===== src/rtl/chan_scan_mux.sv =====
// chan_scan_mux: registered N-channel selector with direct select and auto-scan modes
module chan_scan_mux #(
  parameter int W     = 4,
  parameter int N     = 6,
  parameter int SELW  = 3,
  parameter int DWELL = 4
) (
  input  logic              clk,
  input  logic              reset,
  input  logic              mode,
  input  logic [SELW-1:0]   sel,
  input  logic              hold,
  input  logic [N*W-1:0]    data,
  output logic [W-1:0]      out,
  output logic [SELW-1:0]   out_ch,
  output logic              out_valid,
  output logic              wrap
);
  localparam int DW = $clog2(DWELL + 1);
  localparam logic [SELW:0]   NUM   = (SELW+1)'(N);
  localparam logic [SELW-1:0] LAST  = SELW'(N - 1);
  localparam logic [SELW-1:0] CH1   = SELW'(1);
  localparam logic [DW-1:0]   DMAX  = DW'(DWELL);
  localparam logic [DW-1:0]   D1    = DW'(1);
  typedef enum logic {DIRECT, SCAN} state_t;
  state_t state, state_n;
  logic [SELW-1:0] ch, ch_n, ch_adv, out_ch_n;
  logic [DW-1:0]   dwell, dwell_n;
  logic [W-1:0]    out_n;
  logic            out_valid_n, wrap_n, sel_ok;
  assign sel_ok = {1'b0, sel} < NUM;
  assign ch_adv = (ch == LAST) ? '0 : ch + CH1;
  // state, scan position and every output are registered together
  always_ff @(posedge clk or posedge reset)
    if (reset) begin
      state     <= DIRECT;
      ch        <= '0;
      dwell     <= '0;
      out       <= '0;
      out_ch    <= '0;
      out_valid <= 1'b0;
      wrap      <= 1'b0;
    end else begin
      state     <= state_n;
      ch        <= ch_n;
      dwell     <= dwell_n;
      out       <= out_n;
      out_ch    <= out_ch_n;
      out_valid <= out_valid_n;
      wrap      <= wrap_n;
    end
  // mode alone decides the next state; switching costs no dead cycle
  always_comb state_n = mode ? SCAN : DIRECT;
  // scan stepping and next output values; leaving scan clears the position
  always_comb begin
    ch_n    = '0;
    dwell_n = '0;
    wrap_n  = 1'b0;
    if (mode) begin
      if (state == DIRECT) begin
        dwell_n = D1;
      end else if (hold) begin
        ch_n    = ch;
        dwell_n = dwell;
      end else if (dwell < DMAX) begin
        ch_n    = ch;
        dwell_n = dwell + D1;
      end else begin
        ch_n    = ch_adv;
        dwell_n = D1;
        wrap_n  = ch == LAST;
      end
    end
    out_ch_n    = mode ? ch_n : sel;
    out_valid_n = mode | sel_ok;
    out_n       = mode ? data[int'(ch_n)*W +: W] : sel_ok ? data[int'(sel)*W +: W] : '0;
  end
endmodule


===== config.mk =====
export PLATFORM = sky130hd
export DESIGN_NAME = chan_scan_mux
export DESIGN_NICKNAME = d
export VERILOG_FILES = /design/src/rtl/chan_scan_mux.sv
export SDC_FILE = /design/constraint.sdc
export NUM_CORES = 1
export LEC_CHECK = 0
export CAP_MARGIN = 20
export CORE_AREA = 8 8 52 86
export DETAILED_ROUTE_END_ITERATION = 10
export DIE_AREA = 0 0 60 94
export MAX_ROUTING_LAYER = met4
export PLACE_DENSITY = 0.66
export SETUP_SLACK_MARGIN = 0.05
export SYNTH_ARGS = -nofsm -noshare
export SYNTH_HDL_FRONTEND = slang
export SYNTH_SLANG_ARGS = --single-unit
export TNS_END_PERCENT = 1

===== constraint.sdc =====
create_clock -name clk -period 1.85 [get_ports clk]
set_clock_uncertainty 0.05 [all_clocks]
set_input_delay 0.555 -clock clk [delete_from_list [all_inputs] [get_ports clk]]
set_output_delay 0.555 -clock clk [all_outputs]
set_load 0.03 [all_outputs]

==> results of run 1 <==
## sequential cells by signal (all words and copies together), names as in the netlist
name       cells
out            4
ch             3
dwell          3
out_ch         3
out_valid      1
state          1
wrap           1
## path summary, 6_finish.rpt
path                              to  slack [ns]  cells after the start
hold reg to reg             dwell[1]        0.51                      2
setup / recovery              out[3]        0.03                      7
max in group asynchronous      ch[0]        0.98                      3
hold / removal                 state        0.44                      1
min in group asynchronous  out_valid        0.56                      3
setup reg to reg              out[1]        0.08                      6
## cell families after synthesis
family                     Yosys count  share of synthesized area
and+or+nand+nor                     25                      0.127
muxes                               13                      0.165
xor gates and xnor gates             2                     0.0225
AOI/OAI and AO/OA                   43                      0.273
DFF                                 16                      0.360
adders and majority gates            1                     0.0112
buffers and inverters               11                     0.0416
## worst reg2reg max path: stages, from the launching register on
cell	delay, ns
sky130_fd_sc_hd__dfrtp_1	0.49
sky130_fd_sc_hd__nand3b_1	0.18
sky130_fd_sc_hd__a2bb2oi_4	0.21
sky130_fd_sc_hd__buf_12	0.13
sky130_fd_sc_hd__a31oi_4	0.14
sky130_fd_sc_hd__a22oi_1	0.10
sky130_fd_sc_hd__a221o_1	0.35
## cells in the final DEF (no fill, tap or decap), drive strengths merged, types with 4 or more instances in the layout
cell type | netlist | routed
a21oi | 6 | 6
a22o | 4 | 4
a31oi | 8 | 8
buf | 3 | 34
clkbuf | 4 | 4
clkdlybuf4s50 | 0 | 18
dfrtp | 16 | 16
dlygate4sd2 | 0 | 15
inv | 4 | 4
mux2i | 6 | 6
mux4 | 4 | 4
nand2 | 6 | 6
nor2 | 7 | 7
o21ai | 12 | 12
## power breakdown
group	total [W]	leakage [nW]	internal (W)	switching, W
Combinational	0.000263	0.696	0.000142	0.000120
Sequential	0.000373	0.202	0.000366	0.00000720
Clock	0.000312	0.0288	0.000189	0.000124
## area by class of cell
cell class | count | area share
sequential | 16 | 0.203
timing repair buffer | 71 | 0.330
clock buffer | 4 | 0.0278
multi-input combinational | 84 | 0.403
inverter | 4 | 0.00759
tap | 45 | 0.0285
## through the flow
| stage | instance area, um2 | utilization | setup TNS (ns) | hold slack (ns) |
|---|---|---|---|---|
| 2_1_floorplan | 1120 | - | -0.0318 | 0.419 |
| 3_3_place_gp | 1760 | 0.529 | -4.51 | 0.487 |
| 3_5_place_dp | 1760 | 0.529 | -4.72 | 0.513 |
| 4_1_cts | 1900 | 0.570 | 0 | 0.507 |
| 5_1_grt | 1980 | 0.594 | 0 | 0.438 |
| 6_report | 1980 | 0.594 | 0 | 0.440 |
## timing repair
| item | in CTS | in global routing |
|---|---|---|
| buffers inserted | 0 | 2 |
| endpoints found under the setup margin | 16 | 4 |
| pin swaps | 11 | 8 |
| resized for setup | 45 | 15 |
| gates cloned | 0 | 1 |
## routing by layer
metal	global-route usage	vias to the layer above	routed length, um
li1	-	566	-
met1	0.153	623	1580
met2	0.264	53	2200
met3	0.0247	8	175
met4	0.0601	0	77
met5	-	-	0
==> parameters.txt, run 1 <==
Parameter                              Value

Outcome
  Outcome    finished clean

Floorplan
  Top-level port count    40
  Die width    60 um
  Initial core utilization    0.335
  Height of the die    94 um
  Die Area    5640 um2
  # rows    28
  Std-Cell Core Area    3330 um2

Critical path
  Cells traversed along the worst timing path    buf_6 > buf_6 > nand3b_4 > or3b_4 > nand2_4 > a21oi_4 > a221o_1
  CP Data Required Time    1.93 ns
  CP top delay family    simple AND/OR/NAND/NOR gates
  Crit-path slowest cell    sky130_fd_sc_hd__or3b_4
  Launch point of the worst reg-to-reg path    state
  Largest stage delay on the critical path    0.44 ns
  Launch point of the worst path    hold
  Data arrival time of the critical path    1.90 ns
  Worst path most repeated cell    sky130_fd_sc_hd__buf_6
  Kind of critical path    primary input to register
  Element type at the critical path end    register
  Critical path buffer and inverter count    2
  Maximum fanout count along the critical path    5
  Worst setup SP type    primary input

Placement
  Placed Cells    217
  Worst setup slack after placement    -0.703 ns
  Count of buffers from port buffering    39
  Placed wire-length estimate    3060 um
  Placer congestion estimate    0.914

Final layout
  Layout cell share with drive strength beyond 1    0.369
  Final layout net count    212
  Count of filler cells inserted in the layout    270
  Number of standard cells in the final layout excluding fillers    224
  Sequential cell area    402 um2
  Inserted Diodes    0
  Multi-input gate area in the final layout    796 um2
  Area grow syn2layout    77.5%

Clock network
  CTS tree    yes
  Worst skew pair latency    0.25 ns
  Max clock buf depth    2
  Number of clock buffers inserted by TritonCTS    3
  Clock tree root driver cell    sky130_fd_sc_hd__clkbuf_8
  # H-tree levels    1
  Clock transition at the register clock pins on the worst setup and hold paths after CTS    0.07 ns
  Total of hold buffers inserted after clock tree synthesis    0
  Number of sinks on the clock net    16

STA
  Final Cycle Share    0.984
  Number of pins with negative max-slew slack in the final report    0
  Number of endpoints with negative hold slack in the final report    0
  Relative slew margins    0.785
  Final setup violation count    0
  Crit path setup slack, layout    0.0291 ns
  Setup repair after global routing missed its margin    true
  Worst slew pin tran    0.324 ns
  Highest clock rate    0.549 GHz
  Min Clock Period, post-route    1.82 ns

Logic synthesis
  Synth top area share    0.360
  Async set or reset register ratio after synthesis    1.00
  Average instance area after synthesis    10.0 um2
  Leading post-synthesis cells by cell area    sky130_fd_sc_hd__dfrtp_1 (36%), sky130_fd_sc_hd__mux4_2 (8.1%), sky130_fd_sc_hd__mux2i_1 (5.4%), sky130_fd_sc_hd__o21ai_0 (5.4%), sky130_fd_sc_hd__a31oi_1 (4.5%)
  Predominant post-synthesis flop cell    sky130_fd_sc_hd__dfrtp_1
  Count of flip-flops with a built-in enable after synthesis    0
  Net count after synthesis    143
  Most numerous cell in the Yosys netlist    sky130_fd_sc_hd__dfrtp_1
  Cell area after technology mapping    1110 um2
  Syn Inst Count    111
  Library cells used by synthesis    37
  Sequential fraction of the synthesis area    0.360
  Cell type with the highest aggregate area in the netlist    sky130_fd_sc_hd__dfrtp_1
  Synth top cells by count    sky130_fd_sc_hd__dfrtp_1 (16), sky130_fd_sc_hd__o21ai_0 (12), sky130_fd_sc_hd__a31oi_1 (8), sky130_fd_sc_hd__nor2_1 (7)
  Yosys warning total    0
  Number of synthesized register bits    16

Power and ir drop
  Pwr Density    480 nW/um2
  Leakage power figure    0.926 nW
  Peak VDD IR    0.000251 V
  Total power after layout    0.000948 W

Job
  Max-capacitance violation count    0

Routing
  WL/cell    18.0 um
  Vias per cell    5.58
  Routed via count    1250
  DR iter-0 viols    51
  Remaining routing DRC violations    0
  Residual antenna-violating net count after detailed routing    0
  Drt pass-1 iters    4
  Post-Route WL    4030 um

Global route
  Number of global-route vias before repair    1310
  Residual overflow from global routing    0
  Global-route wire length before repair    6330 um
  Pin count of the biggest net entering global routing    17
  Antenna violations before repair    0
  Combined global-route utilization of all metal layers    0.148

Worst hold path
  Path category of the worst min-delay check    primary input to register
  Origin of the worst min-delay path    mode
No activity file was read; power rests on OpenSTA's default activity.
==> run 2, diff against run 1 <==
Settings changed: GPL_TIMING_DRIVEN from default to 0, SETUP_SLACK_MARGIN 0.05 to default.
==> run 2 against run 1 <==
Core utilization down 4.4 points. Sequential power hardly changed. Clock power down 15%. Combinational power down 9.9%. Fmax down 0.41%. Flip-flop and latch count did not move. Highest routed layer unchanged.
==> parameters.txt, run 2 (synthesis results as in run 1) <==
Parameter                              Value

Outcome
  Outcome    finished clean

STA
  Final setup violation count    0 (unchanged)
  Relative slew margins    0.592 (-0.193)
  Number of endpoints with negative hold slack in the final report    0 (unchanged)
  Setup repair after global routing missed its margin    true
  Crit path setup slack, layout    0.0216 ns (-0.00758 ns)
  Final sum of negative setup slack    0 ns (unchanged)
  Worst slew pin tran    0.611 ns (+0.287 ns)
  Highest clock rate    0.547 GHz (-0.41%)
  Number of pins with negative max-slew slack in the final report    0 (unchanged)
  Min Clock Period, post-route    1.83 ns (+0.00758 ns)
  Final Cycle Share    0.988 (+0.00410)

Routing
  Routed via count    1105 (-12%)
  Residual antenna-violating net count after detailed routing    0 (unchanged)
  Drt pass-1 iters    4 (unchanged)
  WL/cell    17.5 um (-2.5%)
  Vias per cell    5.31 (-4.8%)
  DR iter-0 viols    101 (+98%)
  Remaining routing DRC violations    0 (unchanged)
  Post-Route WL    3650 um (-9.5%)

Final layout
  Max FFs per register    4 (unchanged)
  Count of filler cells inserted in the layout    297 (+10%)
  Final Cell Area    1830 um2 (-7.5%)
  Highest-count cells in the layout ignoring fill and taps    sky130_fd_sc_hd__clkdlybuf4s50_1 (24), sky130_fd_sc_hd__dfrtp_1 (13), sky130_fd_sc_hd__buf_4 (11), sky130_fd_sc_hd__o21ai_0 (10), sky130_fd_sc_hd__dlygate4sd2_1 (8)
  Inserted Diodes    0 (unchanged)
  Final layout net count    197 (-7.1%)
  Layout cell share with drive strength beyond 1    0.325 (-0.0436)
  Most flops, register    out
  Number of standard cells in the final layout excluding fillers    208 (-7.1%)
  Area grow syn2layout    64.3%
  Most common library cell in the layout ignoring fill and taps    sky130_fd_sc_hd__clkdlybuf4s50_1

Worst hold path
  Path category of the worst min-delay check    primary input to register

Critical path
  Largest stage delay on the critical path    0.33 ns (-0.11 ns)
  Critical path buffer and inverter count    1 (-1)
  Data arrival time of the critical path    1.91 ns (about the same)
  Crit-path slowest cell    sky130_fd_sc_hd__a221o_1
  Kind of critical path    primary input to register
  Worst setup SP type    primary input
  CP Data Required Time    1.94 ns (about the same)
  Cells traversed along the worst timing path    buf_8 > and2b_4 > xnor2_4 > nor2_4 > mux2_4 > a221o_1
  CP top delay family    simple AND/OR/NAND/NOR gates
  Maximum fanout count along the critical path    7 (+2)
  Element type at the critical path end    register

Placement
  Placement-stage cell area    1540 um2 (-13%)
  Worst setup slack after placement    -0.802 ns (-0.0989 ns)
  Placed wire-length estimate    2590 um (-15%)
  Placer congestion estimate    0.902 (-1.3%)
  Count of buffers from port buffering    36 (-7.7%)
  Placed Cells    192 (-12%)

Power and ir drop
  Leakage power figure    0.818 nW (-12%)
  Peak VDD IR    0.000265 V (+5.7%)
  Pwr Density    479 nW/um2 (about the same)

Global route
  Combined global-route utilization of all metal layers    0.136 (-0.0127)
  Antenna violations before repair    0 (unchanged)
  Global-route wire length before repair    5750 um (-9.2%)
  Residual overflow from global routing    0 (unchanged)
  Number of global-route vias before repair    1152 (-12%)
  Pin count of the biggest net entering global routing    17 (unchanged)

Clock network
  CTS tree    yes
  Total of hold buffers inserted after clock tree synthesis    0 (unchanged)
  Number of sinks on the clock net    16 (unchanged)
  Worst skew pair latency    0.25 ns (about the same)
  Number of clock buffers inserted by TritonCTS    3 (unchanged)
  Clock transition at the register clock pins on the worst setup and hold paths after CTS    0.06 ns (about the same)
  Clock tree root driver cell    sky130_fd_sc_hd__clkbuf_8
  # H-tree levels    1 (unchanged)
  Max clock buf depth    2 (unchanged)

Floorplan
  Die width    60 um (unchanged)
  Top-level port count    40 (unchanged)
  Height of the die    94 um (unchanged)
  Std-Cell Core Area    3330 um2 (unchanged)
  Initial core utilization    0.335 (unchanged)
  # rows    28 (unchanged)
  Die Area    5640 um2 (unchanged)

Job
  Max-capacitance violation count    0 (unchanged)
[run 2: cell types whose count changed in the layout (fill, tap and decap cells not counted), moves of 3 or more]
cell / before / now
sky130_fd_sc_hd__buf_4: 27 / 11
sky130_fd_sc_hd__buf_6: 4 / 1
sky130_fd_sc_hd__clkdlybuf4s50_1: 18 / 24
sky130_fd_sc_hd__dlygate4sd2_1: 15 / 8
[run 2: power by group]
group / switching, W / total, W / internal (W)
clock network: 0.000122 / 0.000266 / 0.000145
logic: 0.000112 / 0.000237 / 0.000125
registers: 0.00000704 / 0.000373 / 0.000366
total: 0.000241 / 0.000877 / 0.000636
[run 2: timing repair]
| action | in CTS | in global routing |
|---|---|---|
| cloned | 0 | 1 |
| endpoints found under the setup margin | 15 | 5 |
| pin swaps | 6 | 9 |
| buffers inserted | 4 | 8 |
| resized for setup | 33 | 17 |
[run 2: final timing paths]
check,startpoint,end,slack [ns],depth (start not counted)
max,hold,out[1],0.02,6
min reg2reg,dwell[1],dwell[1],0.50,2
max reg2reg,dwell[2],out[2],0.02,6
min,mode,state,0.38,1
min in group asynchronous,reset,out_valid,0.62,2
max in group asynchronous,reset,ch[0],0.69,2
[run 2: worst reg2reg max path, cell delays in order, from the launching register on]
cell	delay [ns]
sky130_fd_sc_hd__dfrtp_2	0.44
sky130_fd_sc_hd__and2b_4	0.22
sky130_fd_sc_hd__xnor2_4	0.25
sky130_fd_sc_hd__buf_6	0.16
sky130_fd_sc_hd__o21ai_2	0.05
sky130_fd_sc_hd__a22o_1	0.25
sky130_fd_sc_hd__a221oi_2	0.30
[run 2: metrics by stage]
step,total power (W),hold WS (ns),util
after CTS,0.000874,0.485,0.513
after global placement,0.000605,0.475,0.462
after global routing,0.000905,0.380,0.550
final,0.000877,0.380,0.550
after detailed placement,0.000610,0.490,0.462
after floorplan,0.000497,0.419,-
[run 2: cell type report]
class	count	area (um2)	area share
Clock buffer	3	41.3	0.0226
Sequential cell	16	404	0.221
Multi-Input combinational cell	84	783	0.428
Timing Repair Buffer	49	475	0.260
Inverter	4	15.0	0.00821
Buffer	7	53.8	0.0294
Tap cell	45	56.3	0.0308
[run 2: layer usage]
metal  up-vias  part of all wire  global-route usage
met1       516              0.42               0.160
met3         5             0.048              0.0178
met2        49              0.51               0.219
met4         0             0.016              0.0641
met5         -                 0                   -
li1        535                 -                   -
